### config.mk
export PLATFORM = sky130hd
export DESIGN_NAME = tsoip_rx_deframer
export DESIGN_NICKNAME = d
export VERILOG_FILES = /design/src/rtl/tsoip_rx_deframer.sv
export SDC_FILE = /design/constraint.sdc
export NUM_CORES = 1
export LEC_CHECK = 0
export BUFFER_PORTS_ARGS = -buffer_cell sky130_fd_sc_hd__buf_2
export CELL_PAD_IN_SITES_DETAIL_PLACEMENT = 0
export CELL_PAD_IN_SITES_GLOBAL_PLACEMENT = 1
export CORE_ASPECT_RATIO = 1.25
export CORE_UTILIZATION = 43
export CTS_CLUSTER_DIAMETER = 40
export CTS_CLUSTER_SIZE = 30
export DETAILED_ROUTE_END_ITERATION = 7
export HOLD_SLACK_MARGIN = 0.08
export PLACE_DENSITY = 0.83
export SETUP_SLACK_MARGIN = 0.02
export SYNTH_ARGS = -nofsm -noshare
export SYNTH_HDL_FRONTEND = slang
export SYNTH_SLANG_ARGS = --single-unit
export TNS_END_PERCENT = 50
### constraint.sdc
create_clock -name i_Clk -period 6.75 [get_ports i_Clk]
set_input_delay 0.3375 -clock i_Clk [delete_from_list [all_inputs] [get_ports i_Clk]]
set_output_delay 0.3375 -clock i_Clk [all_outputs]
set_load 0.01 [all_outputs]
### src/rtl/tsoip_rx_deframer.sv
// TSoIP receive deframer: checks the Ethernet/IPv4/UDP header of each frame,
// strips header and FCS, and emits fixed-length TS packets with per-packet sync.
module tsoip_rx_deframer #(
  parameter int unsigned HDR_LEN = 42,
  parameter int unsigned FCS_LEN = 4
) (
  input  logic        i_Clk,
  input  logic        i_nRst,
  input  logic        i_Valid,
  input  logic        i_Sync,
  input  logic        i_End,
  input  logic [7:0]  i_Data,
  input  logic        i_CrcOk,
  input  logic [47:0] i_MacLocal,
  input  logic [31:0] i_IpLocal,
  input  logic [15:0] i_PortDest,
  input  logic [7:0]  i_PacketLength,
  input  logic [2:0]  i_NumberPacket,
  output logic        o_Valid,
  output logic        o_Sync,
  output logic [7:0]  o_Data,
  output logic        o_Abort,
  output logic        o_FrameOk,
  output logic        o_FrameErr,
  output logic [15:0] o_DropCnt
);

  typedef enum logic [2:0] {IDLE, HDR, PAY, TRAIL, DROP} state_t;

  state_t      state, stateNext;
  logic [10:0] bcnt, bcntNext;
  logic [7:0]  pcnt, pcntNext;
  logic [7:0]  pktLen, pktLenNext;
  logic [2:0]  numPkt, numPktNext;
  logic        macBad, macBadNext, bcBad, bcBadNext, othBad, othBadNext;
  logic [10:0] payLen;
  logic [5:0]  hOff;
  logic        macMis, bcMis, othMis;
  logic        validNext, syncNext, abortNext, okNext, errNext, dropInc;
  logic [7:0]  dataNext;

  assign payLen = {3'b000, pktLen} * {8'h00, numPkt};

  // A new i_Sync byte is always header offset 0, whatever state we were in.
  assign hOff = (state == HDR && !i_Sync) ? bcnt[5:0] : '0;

  // MAC bytes track two alternatives (local, broadcast); a frame is bad only if both miss.
  always_comb begin
    macMis = 1'b0;
    bcMis  = 1'b0;
    othMis = 1'b0;
    case (hOff)
      6'd0:  begin macMis = i_Data != i_MacLocal[47:40]; bcMis = i_Data != 8'hFF; end
      6'd1:  begin macMis = i_Data != i_MacLocal[39:32]; bcMis = i_Data != 8'hFF; end
      6'd2:  begin macMis = i_Data != i_MacLocal[31:24]; bcMis = i_Data != 8'hFF; end
      6'd3:  begin macMis = i_Data != i_MacLocal[23:16]; bcMis = i_Data != 8'hFF; end
      6'd4:  begin macMis = i_Data != i_MacLocal[15:8];  bcMis = i_Data != 8'hFF; end
      6'd5:  begin macMis = i_Data != i_MacLocal[7:0];   bcMis = i_Data != 8'hFF; end
      6'd12: othMis = i_Data != 8'h08;
      6'd13: othMis = i_Data != 8'h00;
      6'd14: othMis = i_Data != 8'h45;
      6'd23: othMis = i_Data != 8'h11;
      6'd30: othMis = i_Data != i_IpLocal[31:24];
      6'd31: othMis = i_Data != i_IpLocal[23:16];
      6'd32: othMis = i_Data != i_IpLocal[15:8];
      6'd33: othMis = i_Data != i_IpLocal[7:0];
      6'd36: othMis = i_Data != i_PortDest[15:8];
      6'd37: othMis = i_Data != i_PortDest[7:0];
      default: ;
    endcase
  end

  always_comb begin
    stateNext  = state;
    bcntNext   = bcnt;
    pcntNext   = pcnt;
    pktLenNext = pktLen;
    numPktNext = numPkt;
    macBadNext = macBad;
    bcBadNext  = bcBad;
    othBadNext = othBad;
    validNext  = 1'b0;
    syncNext   = 1'b0;
    dataNext   = '0;
    abortNext  = 1'b0;
    okNext     = 1'b0;
    errNext    = 1'b0;
    dropInc    = 1'b0;
    if (i_Valid) begin
      if (i_Sync) begin
        if (state == PAY) begin
          errNext   = 1'b1;
          abortNext = pcnt != '0;
        end
        pktLenNext = i_PacketLength;
        numPktNext = i_NumberPacket;
        macBadNext = macMis;
        bcBadNext  = bcMis;
        othBadNext = othMis;
        bcntNext   = 11'd1;
        pcntNext   = '0;
        if (i_End) begin
          dropInc   = 1'b1;
          stateNext = IDLE;
        end else begin
          stateNext = HDR;
        end
      end else begin
        case (state)
          HDR: begin
            macBadNext = macBad | macMis;
            bcBadNext  = bcBad | bcMis;
            othBadNext = othBad | othMis;
            bcntNext   = bcnt + 11'd1;
            if (i_End) begin
              dropInc   = 1'b1;
              stateNext = IDLE;
            end else if (bcnt == 11'(HDR_LEN - 1)) begin
              bcntNext = '0;
              pcntNext = '0;
              if (((macBad | macMis) & (bcBad | bcMis)) | othBad | othMis) begin
                dropInc   = 1'b1;
                stateNext = DROP;
              end else begin
                stateNext = PAY;
              end
            end
          end
          PAY: begin
            if (i_End) begin
              errNext   = 1'b1;
              abortNext = pcnt != '0;
              stateNext = IDLE;
            end else begin
              validNext = 1'b1;
              dataNext  = i_Data;
              syncNext  = pcnt == '0;
              pcntNext  = (pcnt == pktLen - 8'd1) ? '0 : pcnt + 8'd1;
              bcntNext  = bcnt + 11'd1;
              if (bcnt == payLen - 11'd1) begin
                bcntNext  = '0;
                stateNext = TRAIL;
              end
            end
          end
          TRAIL: begin
            if (bcnt != '1) bcntNext = bcnt + 11'd1;
            if (i_End) begin
              okNext    = (bcnt == 11'(FCS_LEN - 1)) && i_CrcOk;
              errNext   = !okNext;
              stateNext = IDLE;
            end
          end
          DROP: if (i_End) stateNext = IDLE;
          default: ;
        endcase
      end
    end
  end

  always_ff @(posedge i_Clk or negedge i_nRst) begin
    if (!i_nRst) begin
      state      <= IDLE;
      bcnt       <= '0;
      pcnt       <= '0;
      pktLen     <= '0;
      numPkt     <= '0;
      macBad     <= 1'b0;
      bcBad      <= 1'b0;
      othBad     <= 1'b0;
      o_Valid    <= 1'b0;
      o_Sync     <= 1'b0;
      o_Data     <= '0;
      o_Abort    <= 1'b0;
      o_FrameOk  <= 1'b0;
      o_FrameErr <= 1'b0;
      o_DropCnt  <= '0;
    end else begin
      state      <= stateNext;
      bcnt       <= bcntNext;
      pcnt       <= pcntNext;
      pktLen     <= pktLenNext;
      numPkt     <= numPktNext;
      macBad     <= macBadNext;
      bcBad      <= bcBadNext;
      othBad     <= othBadNext;
      o_Valid    <= validNext;
      o_Sync     <= syncNext;
      o_Data     <= dataNext;
      o_Abort    <= abortNext;
      o_FrameOk  <= okNext;
      o_FrameErr <= errNext;
      if (dropInc && o_DropCnt != '1) o_DropCnt <= o_DropCnt + 16'd1;
    end
  end

endmodule
==> summary.txt, run 1 <==
Finish
  • Design Area, Final: 6830 um^2
  • # diodes: 0
  • Area grow syn2layout: 20.3%
  • Share of layout cells above drive strength 1: 0.262
  • Final Net Count: around 940

Clock tree
  • Clk pin slew, worst setup/hold paths: ~0.06 ns
  • CTS resizes: 0
  • Hold_buf cts: 0
  • CTS tree: done
  • Buffer count from post-CTS setup fixing: 0
  • Clock sink count: 65
  • Clock tree buffer depth: 2
  • CTS buffer count: 9
  • Root buf cell: clkbuf_16
  • Clk_lat worst skew: 0.33 ns
  • Htree depth: 3

Global route
  • Global route overflow: 0
  • First-pass GRT wire length: 26900 um
  • Initial antenna violation count: 1
  • Largest net degree at the start of global routing: 66
  • Vias in the first global route: about 5600
  • Total GRT Usage: 0.244

Route
  • DR WL/cell: between 15 and 20 um
  • Routed Antenna Nets: 0
  • Remaining DRCs: 0
  • Pre-antenna DRT Iters: 7
  • Vias: 5519
  • Violation count after the first detailed-route iteration: roughly 270
  • WL final: approximately 16000 um
  • Vias per inst: 5.76

Setup path
  • Critical path type: reg -> reg
  • Critical Path Max Stage Delay: 0.77 ns
  • CP max stage cell: dfrtp_1
  • Cell Chain, Critical Path: nor4b_1 > nor3b_1 > a221oi_1 > and3_1 > or4_1 > nor4bb_1 > a22oi_1 > o21ai_4 > a21oi_2 > mux2_4
  • Worst Reg-to-Reg Cells: 10
  • CP max FO: 31
  • Data required, critical path: 6.97 ns
  • Arr. time, crit path: between 4 and 5 ns
  • Startpoint type of the worst setup path: flip-flop
  • Crit. End Element: flip-flop

Timing
  • Tmin final: 4.47 ns
  • RSZ-0062 raised after global routing: false
  • Setup ws final: 2.28 ns
  • Fin. Hold Viols: 0
  • Crit share post-route: 0.663
  • Final Max Tran Viols: 0
  • Setup Viol. Count Final: 0
  • TNS Setup: 0 ns
  • FMAX: between 200 and 250 MHz
  • Clock Skews: 0.00862 ns
  • Worst rel slew slack: 0.294
  • Worst Tran Pin Value: 1.06 ns

Placed design
  • HPWL Detailed: 12600 um
  • Post-place setup slack: 2.36 ns
  • PortBufs: about 150
  • Area post-placement: roughly 6500 um^2
  • Routability Congestion: 0.907

Synth
  • Cell variety after synth: 76
  • EDFF count, synth: 0
  • Asr flop ratio synth: 1.00
  • Mapped cell area: around 5700 um^2
  • Sequential cell area fraction in the yosys report: 0.287
  • Post-synth net total: 812
  • Avg Cell Area, Syn: 8.61 um^2
  • Register bit total from synthesis: 65
  • Ys flop type: dfrtp_1
  • Yosys warning total: 0
  • Syn Inst Count: 659

Die
  • Die Area: ~14000 um^2
  • Initial Util: 0.444
  • DIE WIDTH: ~100 um
  • Die Y-Extent: 130 um
  • Core area: 12800 um^2
  • I/O pins: 150
  • # rows: 46

Pwr
  • Leakage dissipation: 3.11 nW
  • VDD IR max: 134 uV
  • Power density of the placed cells: 266 nW/um^2
  • Power Total: about 1.8 mW

Job
  • Max-Cap Viols: 0

Outcome
  • Status: completed

Hold path
  • Hold crit path type: in -> async
path summary, 6_finish.rpt:
path / endpoint / slack, ns / from
hold reg to reg: o_DropCnt[10] / 0.48 / o_DropCnt[10]
hold / removal: bcnt[6] / 0.19 / i_nRst
setup reg to reg: o_DropCnt[1] / 2.28 / bcnt[1]
setup / recovery: o_DropCnt[1] / 2.28 / bcnt[1]
min in group i_Clk: pktLen[4] / 0.24 / i_PacketLength[4]
max in group asynchronous: macBad / 5.98 / i_nRst
placed cells by master, fill, tap and decap left out, drive strengths merged, types with 4 or more instances in the layout:
cell	n
nor4b	7
o21ai	27
nor3	18
ha	25
mux2i	16
and2	24
o31ai	5
a21oi	20
buf	155
a32oi	7
nand2	56
o2bb2ai	4
xor2	30
fa	7
nor4	12
or3	5
mux2	27
o41ai	5
a22oi	5
dfrtp	65
nand2b	11
nor2b	6
or4	4
a31oi	10
o211ai	6
a21o	8
xnor2	26
inv	31
nand3	23
a221oi	5
nand4	8
o21a	6
and3	10
nor2	44
clkbuf	10
nor3b	6
kinds of logic after synthesis:
logic type	after synthesis	share of synthesized area
XOR/XNOR	56	0.0864
flip-flops	65	0.287
adder cells (fa/ha/maj)	32	0.0798
AO/OA/AOI/OAI	139	0.174
AND/OR/NAND/NOR	253	0.241
buffers and inverters	71	0.0496
multiplexers	43	0.0824
synthesized netlist by cell type, drive strengths merged (11+ instances only):
cell,n,share of area
a21oi,20,0.018
and2,24,0.026
clkbuf,30,0.020
dfrtp,65,0.29
ha,25,0.055
inv,30,0.020
mux2,27,0.054
mux2i,16,0.028
nand2,56,0.037
nand2b,11,0.012
nand3,23,0.020
nor2,44,0.029
nor3,18,0.016
nor4,12,0.013
o21ai,27,0.026
xnor2,26,0.040
xor2,30,0.046
sequential cells by signal (all words and copies together) (netlist names), 3 cells and up:
name	cells
bcnt	11
numPkt	3
o_Data	8
o_DropCnt	16
pcnt	8
pktLen	8
state	3
area by class of cell:
cell class | instances | area, um^2
fillers | 1234 | 5950
multi-input cells | 523 | 3770
flip-flops and latches | 65 | 1630
repair buffers | 155 | 791
clock buffers | 10 | 229
well taps | 168 | 210
inverters | 31 | 116
clock inverters | 6 | 90.1
routing by layer:
metal / vias up / track usage / part of all wire
met5: - / 0 / 0.00067
met4: 2 / 0.0936 / 0.026
met3: 29 / 0.0437 / 0.043
met2: 177 / 0.447 / 0.51
met1: 2655 / 0.285 / 0.42
li1: 2656 / - / -
power breakdown:
group | internal, mW | switching, mW | total, mW
clock network | 0.325 | 0.180 | 0.505
registers | 0.432 | 0.101 | 0.532
logic | 0.360 | 0.418 | 0.778
critical path, delay by kind of cell, from the launching register on:
family / cells / cell delay [ns]
AND/OR/NAND/NOR: 5 / 2.32
AO/OA/AOI/OAI: 4 / 0.93
flip-flops: 1 / 0.77
multiplexers: 1 / 0.34
per-stage QoR:
step	cells	util	hold slack [ns]
finish	958	0.535	0.192
CTS	958	0.535	0.229
global route	958	0.535	0.237
detailed placement	942	0.510	0.473
global placement	942	0.510	0.457
floorplan	659	-	0.0419
(Power assumes the default switching activity.)
==> run 2, diff against run 1 <==
--- a/config.mk
+++ b/config.mk
@@ -9,12 +9,12 @@
 export CELL_PAD_IN_SITES_DETAIL_PLACEMENT = 0
 export CELL_PAD_IN_SITES_GLOBAL_PLACEMENT = 1
 export CORE_ASPECT_RATIO = 1.25
-export CORE_UTILIZATION = 43
+export CORE_UTILIZATION = 36
 export CTS_CLUSTER_DIAMETER = 40
 export CTS_CLUSTER_SIZE = 30
 export DETAILED_ROUTE_END_ITERATION = 7
 export HOLD_SLACK_MARGIN = 0.08
-export PLACE_DENSITY = 0.83
+export PLACE_DENSITY = 0.74
 export SETUP_SLACK_MARGIN = 0.02
 export SYNTH_ARGS = -nofsm -noshare
 export SYNTH_HDL_FRONTEND = slang
==> constraint.sdc (replaced) <==
create_clock -name i_Clk -period 3.6 [get_ports i_Clk]
set_input_delay 0.18 -clock i_Clk [delete_from_list [all_inputs] [get_ports i_Clk]]
set_output_delay 0.18 -clock i_Clk [all_outputs]
set_load 0.01 [all_outputs]
==> run 2 against run 1 <==
The flow now finishes with violations (setup timing). Via count rose by 4.2%. Register-to-register slack lost 2.4 ns. Combinational power is 140% higher. Die area increased by 19%. Highest routed layer is now met4. Largest power group unchanged. Non-clock buffer count is 69 higher.
==> summary.txt, run 2 (synthesized netlist as in run 1, its figures left out) <==
Setup path
  • Reg-to-reg startpoint: numPkt[1]
  • Critical Path Max Stage Delay: 0.55 ns (-0.22 ns)
  • Worst Reg-to-Reg Cells: 13 (+3)
  • Arr. time, crit path: 3.90 ns (-0.79 ns)
  • Register-to-Register Setup Slack: -0.07 ns (-2.35 ns)
  • CP max FO: 7 (-77%)
  • Crit. End Element: flip-flop
  • Data required, critical path: 3.83 ns (-3.14 ns)
  • Most repeated library cell on the critical path: fa_1
  • WP buf/inv: 1 (+1)
  • CP max stage cell: or4_4
  • Startpoint type of the worst setup path: flip-flop
  • Kind of cell adding the most delay to the critical path: simple AND/OR/NAND/NOR gates
  • Cell Chain, Critical Path: nand2_2 > ha_4 > fa_1 > fa_1 > xnor2_1 > nor3_1 > nand3_1 > or4_4 > nor4b_4 > o2111ai_2 > a21oi_2 > buf_6 > nor2_1
  • CP Depth: 13 (+3)
  • Capture point of the worst reg-to-reg path: bcnt[4]
  • Critical path type: reg -> reg

Clock tree
  • Clock tree buffer depth: 2 (unchanged)
  • Clk pin slew, worst setup/hold paths: 0.06 ns (about the same)
  • CTS tree: done
  • Htree depth: 3 (unchanged)
  • Clk_lat worst skew: 0.34 ns (about the same)
  • Clock sink count: 65 (unchanged)
  • CTS buffer count: 9 (unchanged)
  • Root buf cell: clkbuf_16

Placed design
  • Post-place setup slack: -0.224 ns (-2.58 ns)
  • HPWL Detailed: 13900 um (+11%)
  • Area post-placement: 7020 um^2 (+7.8%)
  • Routability Congestion: 0.902 (-0.53%)
  • PortBufs: 149 (unchanged)
  • Placed cell count: 1038 (+10%)

Die
  • DIE WIDTH: 114 um (+9.1%)
  • # rows: 50 (+8.7%)
  • Die Area: 16300 um^2 (+19%)
  • Die Y-Extent: 142 um (+9.1%)
  • Core area: 15200 um^2 (+19%)
  • I/O pins: 150 (unchanged)
  • Initial Util: 0.373 (-0.0709)

Global route
  • Total GRT Usage: 0.229 (-0.0152)
  • Global route overflow: 0 (unchanged)
  • Largest net degree at the start of global routing: 35 (-47%)
  • Vias in the first global route: 5970 (+6.2%)
  • Initial antenna violation count: 1 (unchanged)
  • First-pass GRT wire length: 29200 um (+8.5%)

Finish
  • Commonest non-fill, non-tap cell in the layout: buf_2
  • Most frequent cells in the layout: buf_2, dfrtp_1, buf_4
  • Area grow syn2layout: 35.6%
  • Share of layout cells above drive strength 1: 0.355 (+0.0930)
  • Utilization after layout: 0.507 (-0.0282)
  • Design Area, Final: 7700 um^2 (+13%)
  • Biggest register: o_DropCnt
  • Final Non-Filler Cells: 1068 (+11%)
  • Biggest regs: o_DropCnt: 16 flops, bcnt: 11 flops
  • Max reg flops: 16 (unchanged)
  • Final Net Count: 1007 (+7.4%)

Route
  • Routed Antenna Nets: 0 (unchanged)
  • Pre-antenna DRT Iters: 5 (-2)
  • Vias: 5749 (+4.2%)
  • WL final: 17800 um (+8.2%)
  • Violation count after the first detailed-route iteration: 259 (-3.4%)
  • Remaining DRCs: 0 (unchanged)
  • DR WL/cell: 16.6 um (-3.0%)
  • Vias per inst: 5.38 (-6.6%)

Timing
  • Clock Skews: 0.00797 ns (-0.000648 ns)
  • TNS Setup: -0.450 ns (-0.450 ns)
  • Setup Viol. Count Final: 11 (+11)
  • RSZ-0062 raised after global routing: true
  • Tmin final: 3.67 ns (-0.799 ns)
  • Crit share post-route: 1.02 (+0.358)
  • Worst Tran Pin Value: 1.15 ns (+0.0889 ns)
  • Worst rel slew slack: 0.229 (-0.0652)
  • Setup ws final: -0.0747 ns (-2.35 ns)
  • Final Max Tran Viols: 0 (unchanged)
  • Fin. Hold Viols: 0 (unchanged)
  • FMAX: 272 MHz (+22%)

Pwr
  • Leakage dissipation: 3.51 nW (+13%)
  • VDD IR max: 265 uV (+98%)
  • Power density of the placed cells: 491 nW/um^2 (+85%)

Outcome
  • Status: finished, violations left
  • Failing checks: setup timing

Hold path
  • Hold Path Stages: 2
  • Hold endpoint: pktLen[1]
  • Hold crit path type: in -> reg
  • HP Start: i_PacketLength[1]

Job
  • Max-Cap Viols: 0 (unchanged)
[run 2: cell types whose count changed in the layout (fill, tap and decap cells not counted), moves of 5 or more]
cell           before  now
buf_4               6   59
dlygate4sd3_1       0   10
nor2_1             44   38
nor2_2              0    6
a21oi_1            19   14
buf_6               0    5
o21ai_0            25   20
[run 2: cell type report]
cell class / count / area, um^2
multi-input cells: 523 / 3980
well taps: 208 / 260
inverters: 31 / 116
diodes: 1 / 2.50
fillers: 1453 / 7500
clock buffers: 10 / 239
repair buffers: 224 / 1360
flip-flops and latches: 65 / 1630
clock inverters: 6 / 114
[run 2: power breakdown]
part	total (mW)	leakage, nW	switching [mW]	internal, mW
clock network	1.03	0.165	0.338	0.697
registers	0.910	0.848	0.0984	0.812
logic	1.84	2.50	0.983	0.853
[run 2: timing repair]
| action | 4_1_cts | 5_1_grt |
|---|---|---|
| endpoints found under the setup margin | 30 | 30 |
| endpoints found under the hold margin | 40 | 0 |
| pin swaps | 24 | 16 |
| hold buffers | 10 | 0 |
| buffers inserted | 3 | 1 |
| gates cloned | 0 | 0 |
| gates resized for setup | 26 | 24 |
[run 2: metrics by stage]
step	hold WS, ns	total power, mW
4_1_cts	0.0910	3.79
5_1_grt	0.0938	4.05
3_5_place_dp	0.334	2.65
3_3_place_gp	0.308	2.62
6_report	0.101	3.78
2_1_floorplan	-0.116	2.09
[run 2: worst register-to-register path: cells and delay by family (launching register included)]
| kind | cells | cell delay, ns |
|---|---|---|
| xor+xnor | 1 | 0.14 |
| compound gates | 2 | 0.43 |
| simple gates | 6 | 1.21 |
| buf+inv | 1 | 0.16 |
| flops | 1 | 0.44 |
| fa+ha+maj | 3 | 1.18 |
[run 2: per-layer routing]
layer / global-route usage / share of wire / up-vias
met4: 0.0930 / 0.030 / 0
li1: - / - / 2799
met2: 0.409 / 0.51 / 163
met5: 0 / 0 / -
met3: 0.0383 / 0.042 / 31
met1: 0.269 / 0.42 / 2756
[run 2: how the worst max path moves through the flow]
stage,start,endpoint,slack (ns)
after floorplan,state[2],o_DropCnt[1],0.03
after global placement,numPkt[1],state[1],-0.13
after detailed placement,numPkt[1],state[1],-0.22
after CTS,numPkt[1],state[2],-0.15
after global routing,numPkt[1],state[1],-0.26
final,numPkt[1],bcnt[4],-0.07
